**src/rtl/elem_smul_seq_if.sv**
```systemverilog
// Handshake and matrix bus of the sequenced element-wise multiplier.
// The requester drives start/a/b; the multiplier returns ready/done and
// the registered result matrix f.
interface elem_smul_seq_if #(
  parameter int ROWS  = 1,
  parameter int COLS  = 1,
  parameter int WIDTH = 16
);
  logic                             start;
  logic                             ready;
  logic                             done;
  logic [ROWS:1][COLS:1][WIDTH-1:0] a;
  logic [ROWS:1][COLS:1][WIDTH-1:0] b;
  logic [ROWS:1][COLS:1][WIDTH-1:0] f;

  modport master (output start, a, b, input ready, done, f);
  modport slave  (input start, a, b, output ready, done, f);
endinterface

```
**src/rtl/elem_smul_seq.sv**
```systemverilog
// Sequenced element-by-element signed fixed-point matrix multiply.
// One shared smul is time-multiplexed over all ROWS*COLS elements in
// row-major order, one element per clock; done pulses after the last write.

// Signed fixed-point multiply, WIDTH bits with FRAC fractional bits.
// Rounds to nearest (ties toward +inf) and saturates to the WIDTH range.
module smul #(
  parameter int WIDTH = 16,
  parameter int FRAC  = 8
) (
  input  logic [WIDTH-1:0] i_a,
  input  logic [WIDTH-1:0] i_b,
  output logic [WIDTH-1:0] o_p
);
  // One guard bit so the full product plus rounding constant cannot wrap.
  localparam int PW = 2 * WIDTH + 1;
  localparam logic signed [PW-1:0] RND  = PW'(1) << (FRAC - 1);
  localparam logic signed [PW-1:0] MAXV = {{(PW - WIDTH + 1){1'b0}}, {(WIDTH - 1){1'b1}}};
  localparam logic signed [PW-1:0] MINV = {{(PW - WIDTH + 1){1'b1}}, {(WIDTH - 1){1'b0}}};

  logic signed [PW-1:0] w_ax;
  logic signed [PW-1:0] w_bx;
  logic signed [PW-1:0] w_full;
  logic signed [PW-1:0] w_shift;

  assign w_ax    = {{(PW - WIDTH){i_a[WIDTH-1]}}, i_a};
  assign w_bx    = {{(PW - WIDTH){i_b[WIDTH-1]}}, i_b};
  assign w_full  = w_ax * w_bx;
  assign w_shift = (w_full + RND) >>> FRAC;

  // Clamp the rescaled product into the representable range.
  always_comb begin
    o_p = w_shift[WIDTH-1:0];
    if (w_shift > MAXV) begin
      o_p = MAXV[WIDTH-1:0];
    end else if (w_shift < MINV) begin
      o_p = MINV[WIDTH-1:0];
    end
  end
endmodule

module elem_smul_seq #(
  parameter int ROWS  = 1,
  parameter int COLS  = 1,
  parameter int WIDTH = 16,
  parameter int FRAC  = 8
) (
  input  logic          clk,
  input  logic          reset,
  elem_smul_seq_if.slave bus
);
  localparam int RW = $clog2(ROWS + 1);
  localparam int CW = $clog2(COLS + 1);
  localparam logic [RW-1:0] ROW_LAST = RW'(ROWS);
  localparam logic [CW-1:0] COL_LAST = CW'(COLS);

  typedef enum logic {S_IDLE, S_RUN} state_t;

  state_t                           r_state;
  logic [RW-1:0]                    r_row;
  logic [CW-1:0]                    r_col;
  logic [ROWS:1][COLS:1][WIDTH-1:0] r_a_q;
  logic [ROWS:1][COLS:1][WIDTH-1:0] r_b_q;
  logic [ROWS:1][COLS:1][WIDTH-1:0] r_f;
  logic                             r_ready;
  logic                             r_done;

  logic [WIDTH-1:0] w_a_sel;
  logic [WIDTH-1:0] w_b_sel;
  logic [WIDTH-1:0] w_prod;

  // Select the captured operand pair addressed by the (row, col) counters.
  always_comb begin
    w_a_sel = '0;
    w_b_sel = '0;
    for (int ri = 1; ri <= ROWS; ri++) begin
      for (int ci = 1; ci <= COLS; ci++) begin
        if (r_row == RW'(ri) && r_col == CW'(ci)) begin
          w_a_sel = r_a_q[ri][ci];
          w_b_sel = r_b_q[ri][ci];
        end
      end
    end
  end

  smul #(
    .WIDTH (WIDTH),
    .FRAC  (FRAC)
  ) u_smul (
    .i_a (w_a_sel),
    .i_b (w_b_sel),
    .o_p (w_prod)
  );

  // Control FSM: capture on accept, walk row-major, write one result per cycle.
  always_ff @(posedge clk or posedge reset) begin
    if (reset) begin
      r_state <= S_IDLE;
      r_row   <= RW'(1);
      r_col   <= CW'(1);
      r_a_q   <= '0;
      r_b_q   <= '0;
      r_f     <= '0;
      r_ready <= 1'b1;
      r_done  <= 1'b0;
    end else begin
      r_done <= 1'b0;
      case (r_state)
        S_IDLE: begin
          if (bus.start) begin
            r_a_q   <= bus.a;
            r_b_q   <= bus.b;
            r_row   <= RW'(1);
            r_col   <= CW'(1);
            r_ready <= 1'b0;
            r_state <= S_RUN;
          end
        end
        S_RUN: begin
          // Only the addressed element takes the product; others hold.
          for (int ri = 1; ri <= ROWS; ri++) begin
            for (int ci = 1; ci <= COLS; ci++) begin
              if (r_row == RW'(ri) && r_col == CW'(ci)) begin
                r_f[ri][ci] <= w_prod;
              end
            end
          end
          if (r_col < COL_LAST) begin
            r_col <= r_col + CW'(1);
          end else if (r_row < ROW_LAST) begin
            r_col <= CW'(1);
            r_row <= r_row + RW'(1);
          end else begin
            r_col   <= CW'(1);
            r_row   <= RW'(1);
            r_ready <= 1'b1;
            r_done  <= 1'b1;
            r_state <= S_IDLE;
          end
        end
        default: begin
          r_state <= S_IDLE;
          r_ready <= 1'b1;
        end
      endcase
    end
  end

  assign bus.ready = r_ready;
  assign bus.done  = r_done;
  assign bus.f     = r_f;
endmodule
```
**src/flat_wrapper.sv**
```systemverilog
// flat-port wrapper written by rule: the top's interface ports become plain ports
module elem_smul_seq_flat 
#(
  parameter int ROWS  = 1,
  parameter int COLS  = 1,
  parameter int WIDTH = 16,
  parameter int FRAC  = 8
)
  (clk, reset, bus_start, bus_a, bus_b, bus_ready, bus_done, bus_f);
  elem_smul_seq_if #(.ROWS(ROWS), .COLS(COLS), .WIDTH(WIDTH)) bus_i ();
  input  logic clk;
  input  logic reset;
  input wire logic [$bits(bus_i.start)-1:0] bus_start;
  input wire logic [$bits(bus_i.a)-1:0] bus_a;
  input wire logic [$bits(bus_i.b)-1:0] bus_b;
  output wire logic [$bits(bus_i.ready)-1:0] bus_ready;
  output wire logic [$bits(bus_i.done)-1:0] bus_done;
  output wire logic [$bits(bus_i.f)-1:0] bus_f;
  assign bus_i.start = bus_start;
  assign bus_i.a = bus_a;
  assign bus_i.b = bus_b;
  assign bus_ready = bus_i.ready;
  assign bus_done = bus_i.done;
  assign bus_f = bus_i.f;
  elem_smul_seq #(.ROWS(ROWS), .COLS(COLS), .WIDTH(WIDTH), .FRAC(FRAC)) u_core (.clk(clk), .reset(reset), .bus(bus_i));
endmodule
```
**config.mk**
```make
export PLATFORM = sky130hd
export DESIGN_NAME = elem_smul_seq_flat
export DESIGN_NICKNAME = d
export VERILOG_FILES = /design/src/rtl/elem_smul_seq_if.sv /design/src/rtl/elem_smul_seq.sv /design/src/flat_wrapper.sv
export SDC_FILE = /design/constraint.sdc
export NUM_CORES = 1
export LEC_CHECK = 0
export CORE_UTILIZATION = 40
export CTS_CLUSTER_DIAMETER = 150
export DETAILED_ROUTE_END_ITERATION = 6
export PLACE_DENSITY_LB_ADDON = 0.1
export SLEW_MARGIN = 40
export SYNTH_ARGS = -nofsm -noshare
export SYNTH_HDL_FRONTEND = slang
export SYNTH_SLANG_ARGS = --single-unit
```
**constraint.sdc**
```tcl
create_clock -name clk -period 21 [get_ports clk]
set_input_delay 4.2 -clock clk [delete_from_list [all_inputs] [get_ports clk]]
set_output_delay 4.2 -clock clk [all_outputs]
set_load 0.005 [all_outputs]
```
### Word level (Yosys, flattened, before mapping)

Cells that the tools add are included.

* bits in registers: 53
* output and inout bits: 18
* logic and storage cells: 46

* add/sub/neg operators: 3
* multiply operators: 1
* $lt $le $gt $ge: 4
* eq/ne operators: 3
* mux-type cells: 21
* bitwise operators: 1
* reduce and logical (&&, ||, !) cells: 5

Operators by type and width (number)
* 16-bit 2-to-1 mux: 4
* 32-bit by 9-bit adder with 33-bit output (second input constant): 1
* 16-bit by 16-bit multiplier with 32-bit output: 1
* 25-bit by 16-bit greater-than comparator with 1-bit output (second input constant): 1
* 25-bit by 16-bit less-than comparator with 1-bit output (second input constant): 1
* 1-bit 2-to-1 mux: 13
* 1-bit case mux with 2 select lines: 4
* 2-bit inequality test (second input constant): 3
* 2-bit AND reduction: 3
* 3-bit AND reduction: 1
* 1-bit adder (second input constant): 2
* 1-bit less-than comparator (second input constant): 2
* 1-bit logical AND: 1
* 1-bit inverter: 1

### Depth between registers and ports, before layout

* depth after elaboration: 7
* gate-level depth with buffers: 27
* gate-level depth less buffers: 24

### Hierarchy

A second synthesis with hierarchy kept.

* cell total of the unflattened synthesis: 1219
* area, all modules: 12016.5 sq um

Modules (own cells, without submodules)
* smul: times used 1, cells each 1110, area an instance 9978.3 sq um, sequential area each 0.0 sq um
* elem_smul_seq: times used 1, cells each 109, area an instance 2038.2 sq um, sequential area each 1277.5 sq um

### Worst setup path after synthesis

Ideal clock, no wire load.

* path type: reg-to-reg
* from: reg u_core.r_b_q[1] in the netlist's numbering
* to: reg u_core.r_f, in the netlist u_core.bus.f[1]
* arrival: 6.496 ns
* data required time: 20.867 ns
* setup slack: 14.371 ns
* stages on the path, launching flop included: 26
* buffers on the path: 5
* clock period less this slack: 6.629 ns
* path through: dfrtp_1 clkbuf_1 nand2_1 inv_1 fa_1 inv_1 fa_1 inv_1 fa_1 fa_1 fa_1 fa_1 ha_1 buf_6 and3_1 buf_6 nand4_1 or3_1 a311oi_2 o31a_1 o21ai_1 nor4_1 and4_1 buf_4 buf_8 o32ai_2

* word-level cells in the longest chain between the ends: 6
* elaborated cells on any way between the ends: 7
* those cells by class: 1 x add/sub; 1 x mul; 2 x order compare; 3 x mux

Ends and longest elaborated chain
* start: declaration: line elem_smul_seq.sv:63 `logic [ROWS:1][COLS:1][WIDTH-1:0] r_b_q;`
* start signal: assignment: line elem_smul_seq.sv:112 `r_b_q <= bus.b;`
* 16-bit 2-to-1 mux (*): line elem_smul_seq.sv:78 `if (r_row == RW'(ri) && r_col == CW'(ci)) begin`
* 16-bit by 16-bit multiplier with 32-bit output (*): line elem_smul_seq.sv:28 `assign w_full = w_ax * w_bx;`
* 32-bit by 9-bit adder with 33-bit output (*): line elem_smul_seq.sv:29 `assign w_shift = (w_full + RND) >>> FRAC;`
* 25-bit by 16-bit less-than comparator with 1-bit output: line elem_smul_seq.sv:36 `end else if (w_shift < MINV) begin`
* 16-bit 2-to-1 mux: line elem_smul_seq.sv:36
* 16-bit 2-to-1 mux (*): line elem_smul_seq.sv:34 `if (w_shift > MAXV) begin`
* end signal: indexed assignment: line elem_smul_seq.sv:124 `r_f[ri][ci] <= w_prod;`
* end: declaration: line elem_smul_seq.sv:64 `logic [ROWS:1][COLS:1][WIDTH-1:0] r_f;`

Mark *: on every way between the ends. The rest lies on a longest branch, timed or not.
A chain may end at the register's enable or synchronous reset.

### Worst setup path after layout

* from: reg u_core.r_a_q[15] in the netlist's numbering
* to: reg u_core.r_f, in the netlist u_core.bus.f[10]

* word-level cells in the longest chain between the ends: 6
* elaborated cells on any way between the ends: 7
* those cells by class: 1 x add/sub; 1 x mul; 2 x order compare; 3 x mux

Ends and longest elaborated chain
* start: declaration: line elem_smul_seq.sv:62 `logic [ROWS:1][COLS:1][WIDTH-1:0] r_a_q;`
* start signal: assignment: line elem_smul_seq.sv:111 `r_a_q <= bus.a;`
* 16-bit 2-to-1 mux (*): line elem_smul_seq.sv:78
* 16-bit by 16-bit multiplier with 32-bit output (*): line elem_smul_seq.sv:28
* 32-bit by 9-bit adder with 33-bit output (*): line elem_smul_seq.sv:29
* 25-bit by 16-bit less-than comparator with 1-bit output: line elem_smul_seq.sv:36
* 16-bit 2-to-1 mux: line elem_smul_seq.sv:36
* 16-bit 2-to-1 mux (*): line elem_smul_seq.sv:34

Marked as above.

==> impl_metrics.toml <==
[floorplanning]
die_h_um = 177
die_w_um = 177
fp.dieArea_um2 = 31300
io_pins = 53
start_util_pct = 41.0
coreArea_um2 = 29900
core.rowCount = 63

[timing]
finalSetupViolations = 0
max_slew.worst_pin.slew_ps = 808
rsz0062_at_grt = "false"
finClkSkew_ps = 8.58
slew_headroom_pct = 46.1
period_share_pct = 37.3
setup_tns_ps = 0
final.min_clock_period_ps = 7830
finalHoldViolCount = 0
max_freq_mhz = 128
finalMaxSlewViolations = 0

[synthesis]
synthCells = 1297
synth_nets = 1677
ys_ff_latch = 51
synth_cell_types = 54
yosysSeqAreaShare_pct = 10.4
yosysWarnings = 0
ys.flop_type = "dfrtp_1"
ys_async_sr_fraction_pct = 100
synth_top_cells_by_area = "fa_1 (44%), dfrtp_1 (10%), inv_1 (10%)"
synth_top_area_share_pct = 43.7
syn_area_per_cell_um2 = 9.44
synth_edf_count = 0
synthesis.area_um2 = 12200
yosysTopAreaCell = "fa_1"

[clock_tree]
clk_pin_slew_ps = 80
ctsResizeCount = 0
cts_max_path_buffers = 2
cts_tree = "done"
htree_levels = 2
clockRootBuffer = "clkbuf_16"
cts_hold_buffers = 0
cts_buffers = 5
post_cts_buffers = 0
clk_latency_ps = 310
clock-sinks = 51

[global_routing]
antenna_found_initial = 0
gr-total-overflow = 0
grt_pass1_wl_um = 53100
grt_usage_pct = 22.5
grt_pass1_vias = 9100
grt_max_degree = 52

[setup_path]
critPathArrivalTime_ps = 7980
path_cells = "nand2_1 > inv_1 > fa_1 > inv_1 > fa_1 > inv_1 > fa_1 > fa_1 > fa_1 > fa_1 > ha_1 > and3_1 > nand4_1 > or3_1 > a311oi_2 > o31a_1 > o21ai_1 > nor4_1 > and4_1 > o32ai_1"
start_kind = "register"
path_buf_inv = 3
crit_fanout = 17
critPathRequiredTime_ps = 21150
critPathTopFamily = "adder cells"
critPathMaxStageDelay_ps = 740
cp-end-kind = "register"
critPathKind = "reg -> reg"
cp_common_cell = "fa_1"
slowest_stage = "and4_1"

[placed_design]
dpl.cell_count = 1699
io_buffer_count = 52
place_congestion = 0.862
detailed_place_hpwl_um = 26400
placed_cell_area_um2 = 13100

[final_layout]
insertedDiodeCount = 0
final_cell_area_um2 = 13300
final_util_pct = 44.5
n_fill_cell = 2976
syn_to_final_growth_pct = 8.55
drive_gt1_share_pct = 5.32
layout.cells.non_filler = 1707
nNetsFinal = 1696

[routing]
drt-total-wl_um = 31900
drt_iter0_drc = 587
drt_first_pass_iters = 5
postRouteAntennaNets = 0
via_per_inst = 4.97
vias = 8492
drc_errors = 0
routedWlPerCell_um = 18.7

[status]
status = "finished clean"

[min_path]
hold_class = "reg -> reg"

[flow_run]
maxCapViolations = 0
-- synthesized netlist by cell type (all sizes together), types with 3 or more instances --
library cell  count
clkbuf           43
a21o              5
a21oi            33
nand2b            6
dfrtp            50
o21a              3
nor2             41
a21boi            5
xor2              6
xnor2            23
nor3              5
a211oi            5
ha               78
mux2             31
o32ai            16
buf               8
fa              267
nand3             5
inv             325
nand4             6
and2            120
a31oi             3
nor2b             4
and3              5
o21bai            5
o21ai            38
nand2           136
-- metal layers --
layer / vias up / wire length [um] / GRT usage (%)
li1: 3918 / - / -
met3: 15 / 1260 / 2.43
met2: 163 / 14200 / 33.7
met1: 4396 / 16100 / 35.5
met4: 0 / 278 / 2.69
met5: - / 0 / 0
-- cell families after synthesis --
group           Yosys count  share of synthesized area (%)
simple gates            335                           13.4
mux                      31                           2.85
buf+inv                 376                           11.9
compound gates          130                           7.67
flops                    51                           10.4
fa+ha+maj               345                           51.6
xor+xnor                 29                           2.07
-- layout by cell type (no fill, tap or decap), types with 4 or more instances in the layout --
master             n
a211oi_1           4
a21o_1             5
a21oi_1           31
and2_1           120
and3_1             5
buf_4              9
clkbuf_16          5
clkdlybuf4s50_1   52
dfrtp_1           50
fa_1             267
ha_1              78
inv_1            324
mux2_2            31
nand2_1          136
nand2b_1           6
nand3_1            5
nand4_1            6
nor2_1            41
nor3_1             5
o21ai_0           28
o21ai_1           10
o21bai_1           4
o32ai_1            6
o32ai_2           10
xnor2_1           23
xor2_1             6
-- metrics by stage --
stage               hold WS [ps]  worst slack (ps)
floorplan                    419             14370
global placement             477             13240
detailed placement           472             13210
CTS                          496             13180
global route                 523             12700
finish                       488             13170
-- final timing paths --
path	startpoint	endpoint	slack (ps)	cells past startpoint
setup / recovery	u_core.r_a_q[15]	u_core.bus.f[10]	13170	20
hold / removal	u_core.bus.f[15]	u_core.bus.f[15]	490	1
setup reg to reg	u_core.r_a_q[15]	u_core.bus.f[10]	13170	20
hold reg to reg	u_core.bus.f[15]	u_core.bus.f[15]	490	1
max in group asynchronous	reset	u_core.r_b_q[13]	16080	3
min in group asynchronous	reset	u_core.r_state	4420	3
-- registers in the layout, summed over array words and instances (netlist names) --
register          count
u_core.bus.f         16
u_core.r_a_q         16
u_core.r_b_q         16
u_core.bus.done       1
u_core.bus.ready      1
u_core.r_state        1
-- layout make-up --
cell class	count	area, um2	share of cell area (%)
inverter	325	1220	9.18
multi-input combinational	870	9520	71.6
clock buffer	5	125	0.941
sequential	51	1280	9.61
tap	390	488	3.67
clock inverter	3	33.8	0.254
timing repair buffer	63	631	4.74
Power is left out: the tool's default activity adds up to more than one toggle a clock period on the data nets, which glitch-free logic cannot reach.
